[src/rtl/anita4_trig_pkg.sv]
// Shared widths and record layout for the ANITA4 trigger pattern buffer.
// Record word, MSB to LSB: {phi, count, ts, seq}.
package anita4_trig_pkg;

  localparam int NUM_PHI_DEF = 16;
  localparam int TS_W_DEF    = 16;
  localparam int DEPTH_LOG2_DEF = 3;
  localparam int CNT_W       = 8;
  localparam int SEQ_W       = 8;
  localparam int OVF_W       = 8;

  function automatic int seq_lsb();
    return 0;
  endfunction

  function automatic int ts_lsb();
    return SEQ_W;
  endfunction

  function automatic int cnt_lsb(input int ts_w);
    return SEQ_W + ts_w;
  endfunction

  function automatic int phi_lsb(input int ts_w);
    return SEQ_W + ts_w + CNT_W;
  endfunction

  function automatic int rec_w(input int num_phi, input int ts_w);
    return 2 * num_phi + CNT_W + ts_w + SEQ_W;
  endfunction

endpackage

[src/rtl/anita4_trig_fifo.sv]
// First-word-fall-through FIFO; head data, empty, full and occupancy
// are all registered and describe the state after this cycle's push/pop.
module anita4_trig_fifo #(
  parameter int WIDTH      = 64,
  parameter int DEPTH_LOG2 = 3
) (
  input  logic                  clk,
  input  logic                  rst_n,
  input  logic                  push,
  input  logic [WIDTH-1:0]      din,
  input  logic                  pop,
  output logic [WIDTH-1:0]      dout,
  output logic                  empty,
  output logic                  full,
  output logic [DEPTH_LOG2:0]   occupancy
);

  localparam int DEPTH = 1 << DEPTH_LOG2;
  localparam int PW    = DEPTH_LOG2 + 1;

  logic [WIDTH-1:0] mem [DEPTH];
  logic [PW-1:0]    wr_ptr, rd_ptr;
  logic [PW-1:0]    wr_ptr_n, rd_ptr_n;
  logic             wr_en, rd_en;
  logic             full_n;
  logic [WIDTH-1:0] head_n;

  assign wr_en    = push && !full;
  assign rd_en    = pop && !empty;
  assign wr_ptr_n = wr_ptr + {{DEPTH_LOG2{1'b0}}, wr_en};
  assign rd_ptr_n = rd_ptr + {{DEPTH_LOG2{1'b0}}, rd_en};

  assign full_n =
    (wr_ptr_n[DEPTH_LOG2] != rd_ptr_n[DEPTH_LOG2]) &&
    (wr_ptr_n[DEPTH_LOG2-1:0] == rd_ptr_n[DEPTH_LOG2-1:0]);

  // New head is the word being written when it lands in the head slot
  always_comb begin
    head_n = mem[rd_ptr_n[DEPTH_LOG2-1:0]];
    if (wr_en && (rd_ptr_n == wr_ptr))
      head_n = din;
  end

  always_ff @(posedge clk) begin
    if (wr_en)
      mem[wr_ptr[DEPTH_LOG2-1:0]] <= din;
  end

  always_ff @(posedge clk or negedge rst_n) begin
    if (!rst_n) begin
      wr_ptr    <= '0;
      rd_ptr    <= '0;
      dout      <= '0;
      empty     <= 1'b1;
      full      <= 1'b0;
      occupancy <= '0;
    end else begin
      wr_ptr    <= wr_ptr_n;
      rd_ptr    <= rd_ptr_n;
      empty     <= (wr_ptr_n == rd_ptr_n);
      full      <= full_n;
      occupancy <= wr_ptr_n - rd_ptr_n;
      if (rd_en || empty)
        dout <= head_n;
    end
  end

endmodule

[src/rtl/anita4_trigger_pattern_buffer.sv]
// Captures phi pattern and trigger count on each trigger rising edge,
// stamps them with timestamp and sequence number, and queues the record.
module anita4_trigger_pattern_buffer
  import anita4_trig_pkg::*;
#(
  parameter int NUM_PHI    = NUM_PHI_DEF,
  parameter int DEPTH_LOG2 = DEPTH_LOG2_DEF,
  parameter int TS_WIDTH   = TS_W_DEF
) (
  input  logic                  clk250_i,
  input  logic                  rst_n_i,
  input  logic                  trig_i,
  input  logic [2*NUM_PHI-1:0]  phi_i,
  input  logic [CNT_W-1:0]      count_i,
  input  logic                  disable_i,
  output logic                  rd_valid_o,
  input  logic                  rd_ready_i,
  output logic [2*NUM_PHI-1:0]  rd_phi_o,
  output logic [CNT_W-1:0]      rd_count_o,
  output logic [TS_WIDTH-1:0]   rd_ts_o,
  output logic [SEQ_W-1:0]      rd_seq_o,
  output logic [DEPTH_LOG2:0]   occupancy_o,
  output logic                  full_o,
  output logic [OVF_W-1:0]      overflow_count_o
);

  localparam int PHI_W   = 2 * NUM_PHI;
  localparam int REC_W   = rec_w(NUM_PHI, TS_WIDTH);
  localparam int SEQ_LSB = seq_lsb();
  localparam int TS_LSB  = ts_lsb();
  localparam int CNT_LSB = cnt_lsb(TS_WIDTH);
  localparam int PHI_LSB = phi_lsb(TS_WIDTH);

  logic                trig_q;
  logic [TS_WIDTH-1:0] ts;
  logic [SEQ_W-1:0]    seq;
  logic                cap;
  logic [REC_W-1:0]    wr_word;
  logic [REC_W-1:0]    rd_word;
  logic                fifo_empty;
  logic                fifo_full;

  assign cap     = trig_i && !trig_q && !disable_i;
  assign wr_word = {phi_i, count_i, ts, seq};

  always_ff @(posedge clk250_i or negedge rst_n_i) begin
    if (!rst_n_i) begin
      trig_q           <= 1'b0;
      ts               <= '0;
      seq              <= '0;
      overflow_count_o <= '0;
    end else begin
      trig_q <= trig_i;
      ts     <= ts + 1'b1;
      // Dropped events still consume a sequence number
      if (cap)
        seq <= seq + 1'b1;
      if (cap && fifo_full && (overflow_count_o != '1))
        overflow_count_o <= overflow_count_o + 1'b1;
    end
  end

  anita4_trig_fifo #(
    .WIDTH      (REC_W),
    .DEPTH_LOG2 (DEPTH_LOG2)
  ) u_fifo (
    .clk       (clk250_i),
    .rst_n     (rst_n_i),
    .push      (cap),
    .din       (wr_word),
    .pop       (rd_ready_i),
    .dout      (rd_word),
    .empty     (fifo_empty),
    .full      (fifo_full),
    .occupancy (occupancy_o)
  );

  assign rd_valid_o = !fifo_empty;
  assign full_o     = fifo_full;
  assign rd_phi_o   = rd_word[PHI_LSB +: PHI_W];
  assign rd_count_o = rd_word[CNT_LSB +: CNT_W];
  assign rd_ts_o    = rd_word[TS_LSB +: TS_WIDTH];
  assign rd_seq_o   = rd_word[SEQ_LSB +: SEQ_W];

endmodule

[config.mk]
export PLATFORM = sky130hd
export DESIGN_NAME = anita4_trigger_pattern_buffer
export DESIGN_NICKNAME = d
export VERILOG_FILES = /design/src/rtl/anita4_trig_pkg.sv /design/src/rtl/anita4_trig_fifo.sv /design/src/rtl/anita4_trigger_pattern_buffer.sv
export SDC_FILE = /design/constraint.sdc
export NUM_CORES = 1
export LEC_CHECK = 0
export ABC_AREA = 1
export ABC_CLOCK_PERIOD_IN_PS = 5480
export CORE_MARGIN = 4
export CORE_UTILIZATION = 45
export CTS_CLUSTER_DIAMETER = 30
export DETAILED_ROUTE_END_ITERATION = 6
export PLACE_DENSITY = 0.6
export SLEW_MARGIN = 0
export SYNTH_ARGS = -nofsm -noshare
export SYNTH_HDL_FRONTEND = slang
export SYNTH_HIERARCHICAL = 1
export SYNTH_SLANG_ARGS = --single-unit
[constraint.sdc]
create_clock -name clk250_i -period 5.48 [get_ports clk250_i]
set_clock_uncertainty 0.2 [all_clocks]
set_input_delay 1.644 -clock clk250_i [delete_from_list [all_inputs] [get_ports clk250_i]]
set_output_delay 1.644 -clock clk250_i [all_outputs]
set_load 0.02 [all_outputs]
==> results.md <==
* Die W at approximately 250 µm
* Mapped Cells at roughly 2400
* Layout Nets at roughly 2600
* Initial Util at roughly 46%
* Mapped Area at approximately 26000 µm²
* Grt total ovfl at 0
* Count leader, synth: nand2_1
* Fmax at 247 MHz
* Via Count at 17900
* Worst-path clk slew at 0.04 ns
* RePlAce Congestion at 0.733
* Placed Instances at 3172
* Sw Ratio at around a third
* Sw power at roughly 7 mW
* Net Count, Synth at 2438
* CP max stage cell: buf_12
* I/O pin cnt at around 120
* Max-slew violations at 0
* Layout area overhead at 24.8%
* Clock power share at between 30% and 40%
* Largest cells by area after synthesis: edfxtp_1, nand2_1, dfrtp_1, nand3_1, and2_1
* Combinational fraction of design power at 31.6%
* Min-delay worst type: flop to flop
* Required @ worst endpoint at around 5.9 ns
* Wirelength per Cell at between 15 and 20 µm
* Max-Cap Viols at 0
* RSZ-0062 raised after global routing: false
* PostCTS Resize Cnt at 0
* Share of cells above drive strength 1 at a little over a tenth
* Power Density at roughly 620 nW/µm²
* Area leader, netlist: edfxtp_1
* CTS Sinks at roughly 620
* Yosys cell types at 30
* Post-synthesis sequential area ratio at between 60% and 70%
* TritonCTS buffer count at approximately 130
* Setup crit start: rd_ready_i
* Least-Margin Pin Slew at about 1.1 ns
* Leak at approximately 13 nW
* Tot GR Track Use at a little over a fifth
* Final ANT Viol Nets at 0
* CP arrival at about 4.5 ns
* Reg power frac at 29.0%
* Via density at between 5 and 6
* Yosys top cell area share at between 50% and 60%
* Drt initial violations at 1321
* First-pass GRT wire length at around 100 mm
* Clk buf depth at 3
* Non-Filler Instances at ~3400
* Post-synth EDFFs at slightly above 500
* Post-DP HPWL at roughly 31 mm
* DRC viols at 0
* Syn. warnings at 6
* DRT Pass-1 Iters at 7
* Setup violators final at 0
* Final Hold Violating Endpoints at 0
* Core area at 57700 µm²
* Die height at between 200 and 250 µm
* H-Tree Depth at 4
* CTS tree: yes
* Critical Path Sink Type: flop
* Worst skew pair latency at about 0.69 ns
* Outcome: finished, final reports clean
* Row Count at between 80 and 90
* Hold Crit Start: u_fifo/dout[33]$_DFFE_PN0P_
* Reg2Reg Launch Point: u_fifo/empty$_DFF_PN1_
* Syn Area/Cell at about 11 µm²
* Max stage delay on crit path at between 0.5 and 0.6 ns
* Crit Path Category: primary input to flop
* Largest net degree at the start of global routing at approximately 180
* Buf+Inv Stages, Crit Path at 3
* Die Area at between 60000 and 70000 µm²
* Internal Power at 13.4 mW
* Worst hold slack at around 0.27 ns
* Antenna violations before repair at 0
* Top_reg_cell synth: edfxtp_1
* Critical-path cell list: clkdlybuf4s50_1 -> inv_1 -> nor2_1 -> ha_4 -> buf_12 -> nand2_1 -> nand3_1 -> nand3_1 -> and2_1 -> nand2_1 -> nand3_1 -> nand2_1
* Diodes inserted at 0
* Total power at between 20 and 25 mW
* Vias in the first global route at 18000
* Fill cells at between 4000 and 5000
* Asr flop ratio synth at roughly 18%
* Crit-path max FO at between 150 and 200
* Max_slew headroom at ~28%
* Final Util at about 57%
* Flops & latches, synth at slightly above 600
* VDD IR max at between 0.0006 and 0.0007 V
* Tmin final at around 4 ns
* Post-CTS Setup Bufs at 0
* Synth cell count leaders: nand2_1, nand3_1, edfxtp_1, dfrtp_1, inv_1
* CP delay by family, top: buffers and inverters
* CP Launch Type: primary input
* CTS root buf: clkbuf_16
* IO Port Bufs at about 120
* Cts hold-fix bufs at 0
* Final period util at around three quarters
* Final wirelength at 65.3 mm
[layer usage]
layer	track usage [%]	wire length [µm]	up-vias
met2	33.6	31300	583
met3	5.38	4440	93
li1	-	-	8471
met1	28.5	28300	8766
met4	6.95	1230	0
met5	0	0	-
[power by group through the flow]
stage / Combinational (mW) / Sequential [mW] / Clock [mW]
after detailed placement: 6.49 / 6.01 / 0
after global placement: 6.42 / 5.99 / 0
after CTS: 6.52 / 5.94 / 8.19
final: 6.48 / 5.93 / 8.05
after global routing: 7.19 / 5.98 / 8.46
after floorplan: 4.26 / 6.24 / 0
[state kept, by name, summed over array words and instances, names as in the netlist]
| signal | cells |
|---|---|
| trig_q | 1 |
| ts | 16 |
| u_fifo/wr_ptr | 4 |
| u_fifo/dout | 64 |
| seq | 8 |
| u_fifo/empty | 1 |
| overflow_count_o | 8 |
| u_fifo/rd_ptr | 4 |
| u_fifo/occupancy | 4 |
| u_fifo/mem | 512 |
| u_fifo/full | 1 |
[cells by family after synthesis]
family                     share of synthesized area (%)
AOI/OAI and AO/OA                                  0.138
xor gates and xnor gates                           0.700
adders and majority gates                          0.476
buffers and inverters                               4.76
DFF                                                 69.1
and+or+nand+nor                                     24.8
[cell usage in the layout (no fill, tap or decap), types with 12 or more instances in the layout]
cell type	count
and2_1	65
buf_12	19
buf_4	16
bufinv_16	21
clkbuf_1	25
clkbuf_16	136
clkdlybuf4s50_1	121
clkinv_2	14
dfrtp_1	110
edfxtp_1	512
inv_1	103
inv_6	13
nand2_1	823
nand3_1	530
nor2_1	29
nor2_4	12
xor2_1	14
[worst reg2reg max path, cell delays in order (launching register included)]
cell	delay (ns)
dfstp_2	0.56
nor2_1	0.09
ha_4	0.64
buf_12	0.58
nand2_1	0.25
nand3_1	0.13
nand3_1	0.11
and2_1	0.19
nand2_1	0.06
nand3_1	0.10
nand2_1	0.09
[path summary, 6_finish.rpt]
path                            cells after the start                     endpoint  slack, ns
worst max-delay path                               12  u_fifo/dout[28]$_DFFE_PN0P_       1.43
worst min-delay path                                2  u_fifo/dout[33]$_DFFE_PN0P_       0.27
worst max register to register                     10  u_fifo/dout[28]$_DFFE_PN0P_       2.41
worst min register to register                      2  u_fifo/dout[33]$_DFFE_PN0P_       0.27
max in group asynchronous                           2  u_fifo/dout[45]$_DFFE_PN0P_       3.34
min in group asynchronous                           1  u_fifo/dout[14]$_DFFE_PN0P_       0.77
[final cells by class]
cell class                 count  area (µm²)  area share, %
timing repair buffer         157        1720           5.26
multi-input combinational   1515        6960           21.2
clock inverter                76        1010           3.10
inverter                     112         428           1.31
sequential                   623       18200           55.4
tap                          765         957           2.92
clock buffer                 165        3550           10.8
[stage by stage]
stage	setup TNS [ns]	setup WS (ns)	area, µm²
finish	0	1.43	32800
global route	0	1.28	32800
CTS	0	1.51	32800
detailed placement	0	0.759	28200
global placement	0	0.819	28200
floorplan	-5.61	-0.0111	26300
No activity file was read; power rests on OpenSTA's default activity.
